**config.mk**
```make
export PLATFORM = sky130hd
export DESIGN_NAME = tx_hold_fifo_flat
export DESIGN_NICKNAME = d
export VERILOG_FILES = /design/src/rtl/uart_pkg.sv /design/src/rtl/tx_hold_fifo_if.sv /design/src/rtl/tx_hold_fifo.sv /design/src/flat_wrapper.sv
export SDC_FILE = /design/constraint.sdc
export NUM_CORES = 1
export LEC_CHECK = 0
export ABC_AREA = 1
export ABC_CLOCK_PERIOD_IN_PS = 1460
export BUFFER_PORTS_ARGS = -buffer_cell sky130_fd_sc_hd__clkbuf_2
export CAP_MARGIN = 20
export CORE_ASPECT_RATIO = 1.1
export CORE_MARGIN = 1
export CORE_UTILIZATION = 51
export DETAILED_ROUTE_END_ITERATION = 6
export PLACE_DENSITY = 0.81
export REMOVE_ABC_BUFFERS = 1
export SYNTH_ARGS = -nofsm -noshare
export SYNTH_HDL_FRONTEND = slang
export SYNTH_SLANG_ARGS = --single-unit
```
**constraint.sdc**
```tcl
create_clock -name clk -period 1.46 [get_ports clk]
set_input_delay 0.292 -clock clk [delete_from_list [all_inputs] [get_ports clk]]
set_output_delay 0.292 -clock clk [all_outputs]
set_load 0.005 [all_outputs]
```
**src/rtl/uart_pkg.sv**
```systemverilog
// Constants shared by the UART Tx/Rx blocks: default word width and Tx hold depth.
package uart_pkg;

  localparam int unsigned UART_DATA_W   = 8;
  localparam int unsigned TX_FIFO_DEPTH = 4;

endpackage : uart_pkg

```
**src/rtl/tx_hold_fifo_if.sv**
```systemverilog
// Producer/consumer bundle for the Tx hold FIFO; master is the producer/consumer side, slave is the FIFO.
interface tx_hold_fifo_if
  import uart_pkg::*;
#(
  parameter int unsigned DATA_W = UART_DATA_W,
  parameter int unsigned DEPTH  = TX_FIFO_DEPTH
);

  localparam int unsigned ADDR_W = $clog2(DEPTH);

  logic [DATA_W-1:0] data_in;
  logic              load_req;
  logic              load_ack;
  logic              done_flag;
  logic [DATA_W-1:0] reg_in;
  logic              reg_valid;
  logic              full;
  logic              empty;
  logic [ADDR_W:0]   count;
  logic              overflow;
  logic              underflow;
  logic              clr_err;

  modport master (
    output data_in, load_req, done_flag, clr_err,
    input  load_ack, reg_in, reg_valid, full, empty, count, overflow, underflow
  );

  modport slave (
    input  data_in, load_req, done_flag, clr_err,
    output load_ack, reg_in, reg_valid, full, empty, count, overflow, underflow
  );

endinterface : tx_hold_fifo_if

```
**src/rtl/tx_hold_fifo.sv**
```systemverilog
// First-word fall-through hold FIFO between the Tx word source and the Tx engine,
// with registered occupancy flags and sticky overflow/underflow error flags.
module tx_hold_fifo
  import uart_pkg::*;
#(
  parameter int unsigned DATA_W = UART_DATA_W,
  parameter int unsigned DEPTH  = TX_FIFO_DEPTH
) (
  input  logic           clk,
  input  logic           rst,
  tx_hold_fifo_if.slave  bus
);

  localparam int unsigned ADDR_W = $clog2(DEPTH);
  localparam int unsigned CNT_W  = ADDR_W + 1;

  logic [DATA_W-1:0] mem [DEPTH];
  logic [ADDR_W-1:0] wr_ptr;
  logic [ADDR_W-1:0] rd_ptr;
  logic [ADDR_W-1:0] rd_ptr_inc;
  logic [CNT_W-1:0]  count_q;
  logic [CNT_W-1:0]  count_nxt;
  logic              full_q;
  logic              empty_q;
  logic [DATA_W-1:0] reg_in_q;
  logic [DATA_W-1:0] head_nxt;
  logic              ovf_q;
  logic              unf_q;
  logic              push;
  logic              pop;

  // Acceptance depends only on registered flags, never on a same-cycle pop.
  assign push       = bus.load_req & ~full_q;
  assign pop        = bus.done_flag & ~empty_q;
  assign rd_ptr_inc = rd_ptr + ADDR_W'(1);

  always_comb begin
    count_nxt = count_q;
    unique case ({push, pop})
      2'b10:   count_nxt = count_q + CNT_W'(1);
      2'b01:   count_nxt = count_q - CNT_W'(1);
      default: count_nxt = count_q;
    endcase
  end

  // Head word seen after this edge; when the pop empties the FIFO the popped word is kept.
  always_comb begin
    head_nxt = reg_in_q;
    if (pop) begin
      if (count_q > CNT_W'(1)) begin
        head_nxt = mem[rd_ptr_inc];
      end else if (push) begin
        head_nxt = bus.data_in;
      end
    end else if (push && empty_q) begin
      head_nxt = bus.data_in;
    end
  end

  always_ff @(posedge clk) begin
    if (rst) begin
      wr_ptr   <= '0;
      rd_ptr   <= '0;
      count_q  <= '0;
      full_q   <= 1'b0;
      empty_q  <= 1'b1;
      reg_in_q <= '0;
      ovf_q    <= 1'b0;
      unf_q    <= 1'b0;
    end else begin
      if (push) wr_ptr <= wr_ptr + ADDR_W'(1);
      if (pop)  rd_ptr <= rd_ptr_inc;
      count_q  <= count_nxt;
      full_q   <= (count_nxt == CNT_W'(DEPTH));
      empty_q  <= (count_nxt == '0);
      reg_in_q <= head_nxt;
      // Set wins over a coincident clear.
      ovf_q    <= (bus.load_req & full_q)   | (ovf_q & ~bus.clr_err);
      unf_q    <= (bus.done_flag & empty_q) | (unf_q & ~bus.clr_err);
    end
  end

  always_ff @(posedge clk) begin
    if (push && !rst) begin
      mem[wr_ptr] <= bus.data_in;
    end
  end

  assign bus.load_ack  = push & ~rst;
  assign bus.reg_in    = reg_in_q;
  assign bus.reg_valid = ~empty_q;
  assign bus.full      = full_q;
  assign bus.empty     = empty_q;
  assign bus.count     = count_q;
  assign bus.overflow  = ovf_q;
  assign bus.underflow = unf_q;

endmodule : tx_hold_fifo
```
**src/flat_wrapper.sv**
```systemverilog
// flat-port wrapper written by rule: the top's interface ports become plain ports
module tx_hold_fifo_flat import uart_pkg::*;
#(
  parameter int unsigned DATA_W = UART_DATA_W,
  parameter int unsigned DEPTH  = TX_FIFO_DEPTH
)
  (clk, rst, bus_data_in, bus_load_req, bus_done_flag, bus_clr_err, bus_load_ack, bus_reg_in, bus_reg_valid, bus_full, bus_empty, bus_count, bus_overflow, bus_underflow);
  tx_hold_fifo_if #(.DATA_W(DATA_W), .DEPTH(DEPTH)) bus_i ();
  input  logic clk;
  input  logic rst;
  input wire logic [$bits(bus_i.data_in)-1:0] bus_data_in;
  input wire logic [$bits(bus_i.load_req)-1:0] bus_load_req;
  input wire logic [$bits(bus_i.done_flag)-1:0] bus_done_flag;
  input wire logic [$bits(bus_i.clr_err)-1:0] bus_clr_err;
  output wire logic [$bits(bus_i.load_ack)-1:0] bus_load_ack;
  output wire logic [$bits(bus_i.reg_in)-1:0] bus_reg_in;
  output wire logic [$bits(bus_i.reg_valid)-1:0] bus_reg_valid;
  output wire logic [$bits(bus_i.full)-1:0] bus_full;
  output wire logic [$bits(bus_i.empty)-1:0] bus_empty;
  output wire logic [$bits(bus_i.count)-1:0] bus_count;
  output wire logic [$bits(bus_i.overflow)-1:0] bus_overflow;
  output wire logic [$bits(bus_i.underflow)-1:0] bus_underflow;
  assign bus_i.data_in = bus_data_in;
  assign bus_i.load_req = bus_load_req;
  assign bus_i.done_flag = bus_done_flag;
  assign bus_i.clr_err = bus_clr_err;
  assign bus_load_ack = bus_i.load_ack;
  assign bus_reg_in = bus_i.reg_in;
  assign bus_reg_valid = bus_i.reg_valid;
  assign bus_full = bus_i.full;
  assign bus_empty = bus_i.empty;
  assign bus_count = bus_i.count;
  assign bus_overflow = bus_i.overflow;
  assign bus_underflow = bus_i.underflow;
  tx_hold_fifo #(.DATA_W(DATA_W), .DEPTH(DEPTH)) u_core (.clk(clk), .rst(rst), .bus(bus_i));
endmodule
```
# Yosys cells after proc, flatten, opt, wreduce, memory -nomap -nowiden
# Memory sizes are Yosys's and may differ from the RTL's.
# Cells that the tools add are included.
dict set report totals {
  register_bits 19
  latchBits 0
  mem_bits_rw 32
  mem_bits_ro 0
  input_bits 13
  output_inout_bits 17
  wordCells 44
  mem_count 1
}
dict set report classes {
  add_sub_neg 4
  mul 0
  n_div 0
  order_cmp 1
  n_eq_ne 4
  shifts 0
  mux 7
  bitwise_logic 13
  reduce_logical 6
}
# name depth word_bits read_ports rd_clocked_by_memory_dff write_ports line_no
set memory_table {}
lappend memory_table {u_core.mem 4 8 1 0 1 tx_hold_fifo.sv:17} ;# logic [DATA_W-1:0] mem [DEPTH];
# op count
set ops {}
lappend ops {{two-way mux 8 bit} 4}
lappend ops {{AND 1 bit} 7}
lappend ops {{case mux 3 bit (2 select lines)} 1}
lappend ops {{adder 2 x 1 -> 2 bit (second input constant)} 2}
lappend ops {{NOT 1 bit} 4}
lappend ops {{adder 3 x 1 -> 3 bit (second input constant)} 1}
lappend ops {{== test 3 bit (second input constant)} 1}
lappend ops {{greater-than comparator 3 x 1 -> 1 bit (second input constant)} 1}
lappend ops {{zero test 3 bit} 1}
lappend ops {{inequality test 3 x 2 -> 1 bit (second input constant)} 1}
lappend ops {{subtractor 3 x 1 -> 3 bit (second input constant)} 1}
lappend ops {{== test 2 x 1 -> 1 bit (second input constant)} 1}
lappend ops {{== test 2 bit (second input constant)} 1}
lappend ops {{logical AND 1 bit} 2}
lappend ops {{two-way mux 1 bit} 2}
lappend ops {{OR 1 bit} 2}
lappend ops {{AND reduction 2 bit} 1}
lappend ops {{nonzero test 2 bit} 1}
lappend ops {{zero test 1 bit} 1}

# Longest topological paths before layout
dict set report logic_depth {
  ltp_word 5
  mapped_depth 10
  depth_no_buf 9
}

# Least setup slack after synthesis
# No wires, ideal clock.
dict set report synth_timing {
  kind {flip-flop to flip-flop}
  from {register u_core.full_q, in the netlist u_core.bus.full}
  to {memory u_core.mem[0][0] (netlist name) (enable)}
  setup_ps 371
  arrival_time_ps 1167
  t_required_ps 1089
  path_slack_ps -77
  path_stages_with_launch 6
  n_path_buf 0
  period_less_slack_ps 1537
  cell_sequence {dfxtp_1 > inv_1 > nand2_1 > nor2_1 > inv_1 > nor2_1}
}
dict set report synth_via {
  elab_chain_cells 5
}
# item line_no
set synth_rtl {}
lappend synth_rtl {{from (decl)} tx_hold_fifo.sv:23} ;# logic full_q;
lappend synth_rtl {{from (signal assigned)} tx_hold_fifo.sv:74} ;# full_q <= (count_nxt == CNT_W'(DEPTH));
lappend synth_rtl {{NOT 1 bit} tx_hold_fifo.sv:33} ;# assign push = bus.load_req & ~full_q;
lappend synth_rtl {{AND 1 bit} tx_hold_fifo.sv:33}
lappend synth_rtl {{logical AND 1 bit} tx_hold_fifo.sv:84} ;# if (push && !rst) begin
lappend synth_rtl {{two-way mux 1 bit} tx_hold_fifo.sv:84}
lappend synth_rtl {{two-way mux 1 bit (implied by the code)} tx_hold_fifo.sv:85} ;# mem[wr_ptr] <= bus.data_in;
lappend synth_rtl {{to (decl)} tx_hold_fifo.sv:17}
# No other way between the ends.

# Worst setup path in the final report
dict set report layout_timing {
  from {register u_core.full_q, in the netlist u_core.bus.full}
  to {output port bus_load_ack}
}
dict set report layout_via {
  elab_chain_cells 3
}
# item line_no
set layout_rtl {}
lappend layout_rtl {{NOT 1 bit} tx_hold_fifo.sv:33}
lappend layout_rtl {{AND 1 bit} tx_hold_fifo.sv:33}
lappend layout_rtl {{AND 1 bit} tx_hold_fifo.sv:89} ;# assign bus.load_ack = push & ~rst;
lappend layout_rtl {{to (decl)} flat_wrapper.sv:15} ;# output wire logic [$bits(bus_i.load_ack)-1:0] bus_load_ack;
# No other way between the ends.

==> results_dict.tcl <==
set metrics [dict create \
    cap_violations 0 \
    synth_cell_type_count 23 \
    h-tree-depth 2 \
    synth-simple-area-share_pct 20.67 \
    fin_util_pct 61.57 \
    nets 308 \
    initial_core_util_pct 53.16 \
    rows 25 \
    grt_util_all_layers_pct 20.15 \
    synth_top_area_share_pct 41.88 \
    p_leak_uw 0.001199 \
    wirelength_um 4373 \
    clock-sinks 51 \
    synth-seq-cells 51 \
    drt_iter0_drc 122 \
    status "finished, final reports clean" \
    ir_drop_mv 0.8414 \
    hpwl_um 3090 \
    first_pass_iters 4 \
    grt_pass1_wl_um 7058 \
    grt_pass1_vias 1634 \
    top_layer_used "met4" \
    synth_compound_area_share_pct 8.179 \
    synth_top_family_by_area "simple AND/OR/NAND/NOR gates" \
    hold_path_class "primary input to register" \
    drcViolationCount 0 \
    drive_gt1_share_pct 23.18 \
    mostFrequentLayoutCell "nand2_1" \
    clkLatencyLatePin_ns 0.30 \
    finalCritPeriodShare_pct 92.00 \
    min_path_cells 1 \
    clk_pin_slew_worst_paths_ns 0.08 \
    synth_xor_area_share_pct 0.7634 \
    place_congestion 0.8036 \
    via_count 1745 \
    clock_path_buffers 2 \
    ioPinCount 30 \
    postSynthAreaPerCell_um2 9.328 \
    finalMaxSlewViolations 0 \
    vias_per_cell 5.087 \
    wl_per_cell_um 12.75 \
    tightest_slew_ns 0.4568 \
    grt_max_degree 19 \
    ys_seq_area_share_pct 58.45 \
    ys.warnings.count 0 \
    ant_nets 0 \
    crit_path_end_kind "primary output" \
    yosys.area.top_type "edfxtp_1" \
    antenna_found_initial 0 \
    max_freq_mhz 744.5 \
    grt_setup_unrepaired "false" \
    core_um2 4317 \
    tns_ns 0 \
    min_period_ns 1.343 \
    numCtsBuffers 5 \
    yosys.area_share.adder_pct 3.817 \
    cts_tree "done" \
    layout_common_cells "74 x nand2_1, 32 x inv_1, 32 x edfxtp_1" \
    worstPathMaxFanout 4 \
    cp.required_ns 1.17 \
    crit_arrival_ns 1.05 \
    synth_top_cells_by_area "edfxtp_1 42%, dfxtp_1 17%, nand2_1 12%" \
    fp.dieW_um 65.96 \
    hold_viol_final 0 \
    die_area_um2 4772 \
    cts_hold_buf 0 \
    worstRegToRegCells 6 \
    clockRootBuffer "clkbuf_8" \
    critPathLaunchType "register" \
    netlist_area_um2 2295 \
    setup_viol 0 \
    area_delta_synth_final_pct 15.81 \
    wl_met2_um 2250 \
    p_per_area_nw_per_um2 1332 \
    synthCells 246 \
    die_h_um 72.35 \
    m1WireLength_um 1785 \
    gr-total-overflow 0 \
    diodes 0 \
    synthMuxAreaShare_pct 0 \
    skew_ns 0.006384 \
    port_buffers 29 \
    criticalPathCategory "register to primary output" \
    wl_met3_um 232 \
    relSlewSlack_pct 69.51 \
]
-- final timing paths --
kind,start,to,slack (ns)
max reg2reg,u_core.bus.count[1],u_core.bus.reg_in[3],0.12
min,bus_data_in[1],u_core.mem[1][1],0.23
max,u_core.bus.full,bus_load_ack,0.12
min reg2reg,u_core.bus.overflow,u_core.bus.overflow,0.47
-- timing repair --
| item | in CTS | in global routing |
|---|---|---|
| setup endpoints to repair | 0 | 9 |
| gates resized for setup | 0 | 8 |
| buffers inserted | 0 | 0 |
| hold endpoints to repair | 0 | 0 |
-- cell families (layout without fill, tap and decap cells) --
family | count (synthesis) | in the layout
compound gates | 36 | 36
flops | 51 | 51
xor+xnor | 2 | 2
fa+ha+maj | 7 | 7
simple gates | 108 | 110
buf+inv | 42 | 83
-- per-stage QoR --
step	hold slack [ns]	total power, µW	setup slack (ns)	instances	instance area, µm²
2_1_floorplan	0.3611	2378	-0.07747	240	2243
3_3_place_gp	0.4501	2681	0.1288	333	2531
3_5_place_dp	0.4549	2718	0.07506	333	2531
4_1_cts	0.2184	3506	0.06125	341	2621
5_1_grt	0.2228	3765	0.02224	343	2658
6_report	0.2275	3540	0.1168	343	2658
-- final cells by class --
class | count | area [µm²]
Multi-Input combinational cell | 155 | 793.3
Fill cell | 347 | 1659
Clock inverter | 1 | 3.754
Timing Repair Buffer | 39 | 220.2
Inverter | 36 | 140.1
Clock buffer | 7 | 86.33
Sequential cell | 51 | 1346
Tap cell | 54 | 67.56
-- report_power, final --
part	leakage (µW)	internal (µW)	switching [µW]
registers	0.000449	1670	107
logic	0.000705	380	589
clock network	0.0000459	380	412
total	0.00120	2430	1110
-- synthesized netlist by cell type --
cell      number
nor3_1         1
inv_1         32
ha_1           7
a21oi_2        1
xor2_1         2
nor2_1         7
a21oi_1       19
inv_2          4
buf_6          3
buf_2          2
nand3_1       15
o21ai_2        1
nor2_4         2
o21ai_0       11
o21ai_1        4
nand2_4        2
nand2_1       75
nand2_2        2
nand3_2        1
dfxtp_1       19
nor2_2         3
buf_4          1
edfxtp_1      32
-- state kept, by name, indices dropped and copies added (netlist names) --
register	flops
u_core.bus.overflow	1
u_core.rd_ptr	2
u_core.bus.reg_in	8
u_core.bus.empty	1
u_core.bus.full	1
u_core.bus.count	3
u_core.wr_ptr	2
u_core.mem	32
u_core.bus.underflow	1
-- worst max-delay path: stages (launching register included) --
cell and delay (ns):
dfxtp_1 0.37, inv_1 0.07, nand2_1 0.06, nor2_1 0.12
clkbuf_2 0.14
-- metal layers --
metal,up-vias,global-route usage [%]
met5,-,0
met1,804,23.03
met2,55,33.79
met3,13,3.774
li1,873,-
met4,0,13.95
Power figures use the tool's default switching activity.
